$ cat src/rtl/toom8_pointwise_sched.sv
// toom8_pointwise_sched: issues the 15 Toom-8 pointwise products through one shared pipelined
// multiplier, tracks credits and returned products, and signals completion to interpolation.
module toom8_pointwise_sched #(
    parameter int NUM_POINTS      = 15,
    parameter int IDX_W           = 4,
    parameter int MAX_OUTSTANDING = 4
) (
    input  logic             clk,
    input  logic             rst_n,
    input  logic             start_valid,
    output logic             start_ready,
    output logic             mul_issue_valid,
    input  logic             mul_issue_ready,
    output logic [IDX_W-1:0] mul_issue_idx,
    input  logic             mul_rsp_valid,
    input  logic [IDX_W-1:0] mul_rsp_idx,
    output logic             res_we,
    output logic [IDX_W-1:0] res_waddr,
    output logic [2:0]       outstanding,
    output logic             busy,
    output logic             done,
    output logic             err_unexp
);
    localparam int               MW    = 2 ** IDX_W;
    localparam logic [2:0]       MAX_O = 3'(MAX_OUTSTANDING);
    localparam logic [IDX_W:0]   NP    = (IDX_W + 1)'(NUM_POINTS);
    localparam logic [IDX_W-1:0] LAST  = IDX_W'(NUM_POINTS - 1);

    typedef enum logic [1:0] {IDLE, ISSUE, DRAIN, DONE} state_t;
    state_t state, state_nxt;

    logic [IDX_W-1:0]      issue_ptr;
    logic [NUM_POINTS-1:0] ret_mask;
    logic [MW-1:0]         mask_ext;
    logic [IDX_W:0]        ptr_eff;
    logic                  fire, acc, unexp, last_fire, start_acc, active;

    assign active    = (state == ISSUE) || (state == DRAIN);
    assign fire      = mul_issue_valid && mul_issue_ready;
    assign last_fire = fire && (issue_ptr == LAST);
    assign start_acc = start_valid && start_ready;
    assign mask_ext  = MW'(ret_mask);
    // A response may refer to the index being issued in the same cycle.
    assign ptr_eff   = {1'b0, issue_ptr} + {{IDX_W{1'b0}}, fire};
    assign acc       = mul_rsp_valid && active && ({1'b0, mul_rsp_idx} < NP)
                       && ({1'b0, mul_rsp_idx} < ptr_eff) && !mask_ext[mul_rsp_idx];
    assign unexp     = mul_rsp_valid && !acc;

    always_ff @(posedge clk or negedge rst_n) begin
        if (!rst_n) state <= IDLE;
        else        state <= state_nxt;
    end

    always_comb begin
        state_nxt = state;
        case (state)
            IDLE:    state_nxt = start_valid ? ISSUE : IDLE;
            ISSUE:   state_nxt = last_fire ? DRAIN : ISSUE;
            DRAIN:   state_nxt = &ret_mask ? DONE : DRAIN;
            default: state_nxt = IDLE;
        endcase
    end

    always_comb begin
        start_ready     = state == IDLE;
        busy            = active;
        done            = state == DONE;
        mul_issue_valid = (state == ISSUE) && (outstanding < MAX_O);
        mul_issue_idx   = issue_ptr;
    end

    always_ff @(posedge clk or negedge rst_n) begin
        if (!rst_n) begin
            issue_ptr   <= '0;
            ret_mask    <= '0;
            outstanding <= '0;
            res_we      <= 1'b0;
            res_waddr   <= '0;
            err_unexp   <= 1'b0;
        end else begin
            res_we <= acc;
            if (acc) res_waddr <= mul_rsp_idx;
            if (start_acc) begin
                issue_ptr   <= '0;
                ret_mask    <= '0;
                outstanding <= '0;
                err_unexp   <= 1'b0;
            end else begin
                if (fire) issue_ptr <= issue_ptr + 1'b1;
                if (acc) ret_mask <= ret_mask | (NUM_POINTS'(1) << mul_rsp_idx);
                if (fire && !acc) outstanding <= outstanding + 3'd1;
                else if (!fire && acc) outstanding <= outstanding - 3'd1;
                if (unexp) err_unexp <= 1'b1;
            end
        end
    end
endmodule

$ cat config.mk
export PLATFORM = sky130hd
export DESIGN_NAME = toom8_pointwise_sched
export DESIGN_NICKNAME = d
export VERILOG_FILES = /design/src/rtl/toom8_pointwise_sched.sv
export SDC_FILE = /design/constraint.sdc
export NUM_CORES = 1
export LEC_CHECK = 0
export BUFFER_PORTS_ARGS = -buffer_cell sky130_fd_sc_hd__buf_2
export CORE_ASPECT_RATIO = 0.7
export CORE_MARGIN = 10
export CORE_UTILIZATION = 60
export CTS_CLUSTER_SIZE = 20
export DETAILED_ROUTE_END_ITERATION = 7
export HOLD_SLACK_MARGIN = 0.02
export PLACE_DENSITY = 0.83
export SLEW_MARGIN = 10
export SYNTH_ARGS = -nofsm -noshare
export SYNTH_HDL_FRONTEND = slang
export SYNTH_SLANG_ARGS = --single-unit
$ cat constraint.sdc
create_clock -name clk -period 11 [get_ports clk]
set_input_delay 1.65 -clock clk [delete_from_list [all_inputs] [get_ports clk]]
set_output_delay 1.65 -clock clk [all_outputs]
set_load 0.02 [all_outputs]
==> results of run 1 <==
[cells in the final DEF, fill, tap and decap left out, drive strengths merged, types with 2 or more instances in the layout]
master,instances
xor2,3
and3,3
or4,2
o21ai,15
nand2,21
buf,25
clkbuf,6
nor2b,3
inv,10
nor2,11
mux2,4
a21oi,5
nand3,6
a22o,3
dfrtp,30
mux4,3
nor3,3
a211oi,2
nand4,7
ha,12
xnor2,2
[report_power, final]
group	internal [mW]	switching [mW]
clock network	0.0723	0.0393
logic	0.0359	0.0450
registers	0.131	0.0159
total	0.239	0.100
[final timing paths]
check,start,end,slack (ns),cells past startpoint
setup reg to reg,state[1]$_DFF_PN0_,outstanding[1]$_DFFE_PN0P_,6.46,16
setup / recovery,mul_issue_ready,outstanding[1]$_DFFE_PN0P_,5.85,14
max in group asynchronous,rst_n,ret_mask[8]$_DFFE_PN0P_,9.17,1
hold reg to reg,ret_mask[11]$_DFFE_PN0P_,ret_mask[11]$_DFFE_PN0P_,0.51,2
hold / removal,ret_mask[11]$_DFFE_PN0P_,ret_mask[11]$_DFFE_PN0P_,0.51,2
min in group asynchronous,rst_n,mul_issue_idx[3]$_DFFE_PN0P_,1.39,1
[cell usage after synthesis (all sizes together), types with 2 or more instances]
master and number:
nor3 3, and3 3, mux4 3, nand2 21, or4 2, xor2 3
a21oi 5, dfrtp 30, xnor2 2, a211oi 2, clkbuf 5, buf 3
inv 10, nor2b 3, o21ai 15, a22o 3, mux2 4, nand4 7
ha 12, nand3 6, nor2 11
[state kept, by name (all words and copies together), names as in the netlist]
| register | cells |
|---|---|
| err_unexp | 1 |
| mul_issue_idx | 4 |
| outstanding | 3 |
| res_waddr | 4 |
| res_we | 1 |
| ret_mask | 15 |
| state | 2 |
[worst min-delay path: cells and delay by family, from the launching register on]
kind | cells | cell delay, ns
flops | 1 | 0.36
compound gates | 1 | 0.06
simple gates | 1 | 0.05
[final cells by class]
| class | count | area share, % |
|---|---|---|
| multi-input cells | 120 | 45.51 |
| flip-flops and latches | 30 | 38.19 |
| repair buffers | 25 | 6.365 |
| clock buffers | 6 | 4.201 |
| well taps | 36 | 2.292 |
| inverters | 10 | 1.910 |
| clock inverters | 1 | 1.528 |
[per-layer routing]
| layer | wire, microns | vias to the layer above | GRT usage, % |
|---|---|---|---|
| li1 | - | 635 | - |
| met1 | 1746 | 643 | 19.84 |
| met2 | 1897 | 77 | 23.11 |
| met3 | 379 | 6 | 7.615 |
| met4 | 60 | 0 | 6.042 |
| met5 | 0 | - | 0 |
[cells by family (layout without fill, tap and decap cells)]
group / count (synthesis) / count (layout) / share of synthesized area, %
simple gates: 61 / 61 / 17.60
compound gates: 32 / 32 / 13.18
flops: 30 / 30 / 43.45
buf+inv: 18 / 42 / 4.779
fa+ha+maj: 13 / 13 / 9.848
mux: 8 / 8 / 7.313
xor+xnor: 6 / 6 / 3.838
[through the flow]
step	instance area, sq um	instances	hold slack [ns]	setup WS [ns]
floorplan	1728	168	0.4631	6.155
global route	1966	228	0.5376	5.614
finish	1966	228	0.5067	5.846
detailed placement	1853	221	0.4939	5.603
global placement	1853	221	0.4730	5.763
CTS	1966	228	0.5094	5.890
==> results.md, run 1 <==
* CTS Buffer Depth at 2
* Total vias in the final route at 1361
* Outcome: finished, final reports clean
* Crit path top cell by count: ha_1
* Top cell type by total area after synthesis: dfrtp_1
* P per Cell Area at 172.8 nW/um^2
* Synth async-reset ratio at 100.0%
* Layout fillers at 221
* Yosys cell types at 42
* Critical Path End Type: register
* Final setup TNS at 0 ns
* Initial antenna violation count at 0
* Post-DR vias/cell at 5.969
* Top FF cell, synth: dfrtp_1
* Final setup fails at 0
* Critical path type: in2reg
* Clock latency at the later pin of the worst-skew pair at 0.28 ns
* CTS H-tree lvls at 2
* Synth area leaders: dfrtp_1 (43%), ha_1 (8.7%), nand2_1 (4.6%)
* CP Launch Type: input port
* Multi-input gate area at 894.6 sq um
* Area of the core at 2783 sq um
* CTS Root Cell: clkbuf_8
* Starting Density at 62.10%
* First-pass GRT wire length at 6741 microns
* First-pass DRT Iterations at 4
* Residual DRC count at 0
* Post-synthesis sequential area ratio at 43.45%
* Yosys top cell area share at 43.45%
* Drt initial violations at 102
* CP max stage cell: a2111oi_4
* Number of buffers created by CTS at 5
* Largest stage delay on the critical path at 0.87 ns
* Wire per inst at 17.91 microns
* Flops & latches, synth at 30
* Share of cells above drive strength 1 at 22.40%
* PnR Total Power at 0.3397 mW
* RSZ-0062 raised after global routing: no
* Clock transition at path regs at 0.06 ns
* Post-synth EDFFs at 0
* Post-CTS Setup Bufs at 0
* Max-Cap Viols at 0
* Hold violation count in the final report at 0
* Cell chain of the critical path: buf_2 -> nand2_1 -> inv_2 -> ha_1 -> ha_1 -> xnor2_1 -> ha_1 -> o21ai_0 -> o21bai_1 -> a2111oi_4 -> nor2_1 -> fa_1 -> or4_1 -> nand3_1
* Hold_buf cts at 0
* CTS sink count at 30
* Net Count, Synth at 190
* Max FO, Critical Path at 16
* Antenna-violating nets left at 0
* DP Wirelength at 3057 microns
* Leakage Power at 0.9408 nW
* Final #Nets at 214
* Register Area at 750.7 sq um
* Area grow syn2layout at 13.76%
* Die area at 5461 sq um
* Slew headroom at 40.48%
* Synth Instances at 168
* Fmax at 0.1940 GHz
* Min cycle time layout at 5.154 ns
* Hold Crit Class: reg2reg
* Worst slew pin tran at 0.8927 ns
* Largest net degree at the start of global routing at 31
* Syn avg cell area at 10.29 sq um
* Utilization after layout at 70.64%
* Vias in the first global route at 1342
* Global-route usage over all layers at 15.86%
* Gpl congestion at 0.8814
* PortBufs at 25
* Synth warnings at 0
* Die X at 84.14 microns
* Cell family with most CP delay: adder cells
* Post-Synthesis Cell Area at 1728 sq um
* PostCTS Resize Cnt at 0
* Tcrit/Tclk final at 46.86%
* Buffers & Inverters on Critical Path at 2
* Die Ht at 64.90 microns
* Final Slew Violations at 0
* GR Overflow Total at 0
* Worst path required time at 11.22 ns
* Post-Route WL at 4083 microns
* ANT cells at 0
* Setup Skew at 0.007390 ns
* Peak VDD IR at 0.00009649 V
* WP data arrival at 5.38 ns
* Row Count at 16
* Top-level I/O count at 26
* CTS tree: yes
Power figures use the tool's default switching activity.
==> inputs of run 2 (changes only) <==
--- a/config.mk
+++ b/config.mk
@@ -8,11 +8,11 @@
 export BUFFER_PORTS_ARGS = -buffer_cell sky130_fd_sc_hd__buf_2
 export CORE_ASPECT_RATIO = 0.7
 export CORE_MARGIN = 10
-export CORE_UTILIZATION = 60
+export CORE_UTILIZATION = 51
 export CTS_CLUSTER_SIZE = 20
 export DETAILED_ROUTE_END_ITERATION = 7
 export HOLD_SLACK_MARGIN = 0.02
-export PLACE_DENSITY = 0.83
+export PLACE_DENSITY = 0.75
 export SLEW_MARGIN = 10
 export SYNTH_ARGS = -nofsm -noshare
 export SYNTH_HDL_FRONTEND = slang
==> constraint.sdc (replaced) <==
create_clock -name clk -period 4.5 [get_ports clk]
set_input_delay 0.675 -clock clk [delete_from_list [all_inputs] [get_ports clk]]
set_output_delay 0.675 -clock clk [all_outputs]
set_load 0.02 [all_outputs]
==> results.md, run 2 (synthesized netlist as in run 1, its figures left out) <==
* Commonest non-fill, non-tap cell in the layout: dfrtp_1 (unchanged)
* Fmax at 0.2470 GHz
* Clock transition at path regs at 0.07 ns (was 0.06 ns)
* CTS Root Cell: clkbuf_8 (unchanged)
* Gpl congestion at 0.9124 (was 0.8814)
* CTS sink count at 30 (unchanged)
* Clock latency at the later pin of the worst-skew pair at 0.29 ns (was 0.28 ns)
* Multi-input gate area at 894.6 sq um (unchanged)
* Flop-to-flop setup slack at 0.45 ns (was 6.46 ns)
* Setup Skew at 0.006605 ns (was 0.007390 ns)
* Worst slew pin tran at 0.7227 ns (was 0.8927 ns)
* Share of cells above drive strength 1 at 23.20% (was 22.40%)
* Largest net degree at the start of global routing at 31 (unchanged)
* Layout fillers at 275 (was 221)
* Die area at 6153 sq um (was 5461 sq um)
* Drt initial violations at 119 (was 102)
* GRT met2 Usage at 20.49% (was 23.11%)
* Net switching power figure at 0.2522 mW (was 0.1003 mW)
* CTS tree: yes (unchanged)
* Placed Instances at 224 (was 221)
* Max FO, Critical Path at 9 (was 16)
* Post-CTS Setup Bufs at 0 (unchanged)
* Area grow syn2layout at 13.32% (was 13.76%)
* CTS Buffer Depth at 2 (unchanged)
* Tcrit/Tclk final at 89.95%
* WP data arrival at 4.28 ns (was 5.38 ns)
* Met3 Resource Use GR at 4.450% (was 7.615%)
* Area of the core at 3191 sq um (was 2783 sq um)
* Leakage Power at 0.9360 nW (was 0.9408 nW)
* First-pass DRT Iterations at 5 (was 4)
* Worst path required time at 4.73 ns (was 11.22 ns)
* R2r worst-path depth at 16 (unchanged)
* Die X at 89.57 microns (was 84.14 microns)
* Starting Density at 54.16% (was 62.10%)
* PortBufs at 25 (unchanged)
* ANT cells at 0 (unchanged)
* Antenna-violating nets left at 0 (unchanged)
* RSZ-0062 raised after global routing: no (unchanged)
* Hold violation count in the final report at 0 (unchanged)
* P per Cell Area at 400.1 nW/um^2 (was 172.8 nW/um^2)
* Global-route usage over all layers at 13.83% (was 15.86%)
* Peak VDD IR at 0.0003158 V (was 0.00009649 V)
* Top-level I/O count at 26 (unchanged)
* Commonest non-fill, non-tap cells in the layout: dfrtp_1 (30), buf_2 (25), nand2_1 (21) (unchanged)
* Min cycle time layout at 4.048 ns
* PnR Total Power at 0.7834 mW (was 0.3397 mW)
* Post-Route WL at 3897 microns (was 4083 microns)
* PostCTS Resize Cnt at 0 (unchanged)
* GR Overflow Total at 0 (unchanged)
* Final Slew Violations at 0 (unchanged)
* Total vias in the final route at 1397 (was 1361)
* Vias in the first global route at 1324 (was 1342)
* Outcome: finished, final reports clean (unchanged)
* Max FFs per register at 15 (unchanged)
* Finished Layout Cells at 232 (was 228)
* Hold_buf cts at 0 (unchanged)
* First-pass GRT wire length at 6423 microns (was 6741 microns)
* Largest Register: ret_mask (unchanged)
* CTS H-tree lvls at 2 (unchanged)
* Max-Cap Viols at 0 (unchanged)
* Reg2reg start: state[1]$_DFF_PN0_ (unchanged)
* Power Internal at 0.5312 mW (was 0.2394 mW)
* Critical path type: reg2reg (was in2reg)
* Slew headroom at 51.71% (was 40.48%)
* Seq pwr share at 45.8% (was 43.3%)
* Die Ht at 68.70 microns (was 64.90 microns)
* M1 GR Usage at 18.06% (was 19.84%)
* Final setup fails at 0 (unchanged)
* Register Area at 750.7 sq um (unchanged)
* Reg-to-Reg End: outstanding[1]$_DFFE_PN0P_ (unchanged)
* Initial antenna violation count at 0 (unchanged)
* Hold Crit Class: in2async (was reg2reg)
* Final setup TNS at 0 ns (unchanged)
* Final #Nets at 215 (was 214)
* Residual DRC count at 0 (unchanged)
* Number of buffers created by CTS at 5 (unchanged)
* Clk pwr share at 29.2% (was 32.9%)
* Row Count at 17 (was 16)
* CP Launch Type: register (was input port)
* DP Wirelength at 2947 microns (was 3057 microns)
* Net Sw Frac at 32.19% (was 29.52%)
* Logic pwr share at 25.0% (was 23.8%)
* Critical Path End Type: register (unchanged)
* Wire per inst at 16.80 microns (was 17.91 microns)
* Post-DR vias/cell at 6.022 (was 5.969)
* Grt peak-use layer: met2 (unchanged)
==> run 2: how the worst max path moves through the flow <==
stage	startpoint	endpoint	slack, ns
after floorplan	state[1]$_DFF_PN0_	outstanding[1]$_DFFE_PN0P_	0.24
after global placement	state[1]$_DFF_PN0_	outstanding[1]$_DFFE_PN0P_	0.67
after detailed placement	state[1]$_DFF_PN0_	outstanding[1]$_DFFE_PN0P_	0.47
after CTS	state[1]$_DFF_PN0_	outstanding[1]$_DFFE_PN0P_	0.46
after global routing	state[1]$_DFF_PN0_	outstanding[1]$_DFFE_PN0P_	0.20
final	state[1]$_DFF_PN0_	outstanding[1]$_DFFE_PN0P_	0.45
==> run 2: area by class of cell <==
type | instances | share of cell area [%]
Clock buffer | 6 | 4.217
Clock inverter | 2 | 0.6390
Inverter | 10 | 1.917
Multi-Input combinational cell | 120 | 45.69
Sequential cell | 30 | 38.34
Tap cell | 38 | 2.428
Timing Repair Buffer | 26 | 6.773
==> run 2: layer usage <==
| metal | vias up | wire length, microns |
|---|---|---|
| met5 | - | 0 |
| met4 | 0 | 89 |
| met2 | 64 | 1718 |
| met3 | 12 | 347 |
| li1 | 644 | - |
| met1 | 677 | 1741 |
==> run 2: worst max-delay path: stages, from the launching register on <==
cell	delay [ns]
dfrtp_1	0.40
inv_1	0.10
ha_1	0.20
nor2b_1	0.14
nand2_1	0.23
inv_2	0.15
ha_1	0.23
ha_1	0.27
inv_1	0.04
ha_1	0.27
a211oi_1	0.22
o21bai_1	0.19
a2111oi_4	0.39
nor2_1	0.09
fa_1	0.46
or4_1	0.54
nand3_1	0.10
==> run 2: power groups by stage <==
stage	clock network, mW	logic (mW)	registers [mW]
floorplan	0	0.114	0.381
global placement	0	0.189	0.360
detailed placement	0	0.198	0.361
CTS	0.234	0.197	0.357
global route	0.246	0.217	0.364
finish	0.229	0.196	0.359
==> run 2: metrics by stage <==
stage / hold WS (ns) / instance area, sq um / setup slack [ns] / utilization [%]
6_report: 0.4192 / 1958 / 0.4521 / 61.37
5_1_grt: 0.4560 / 1958 / 0.2031 / 61.37
4_1_cts: 0.4333 / 1958 / 0.4563 / 61.37
3_5_place_dp: 0.4789 / 1863 / 0.4667 / 58.39
3_3_place_gp: 0.4747 / 1863 / 0.6749 / 58.39
2_1_floorplan: 0.3794 / 1728 / 0.2387 / -
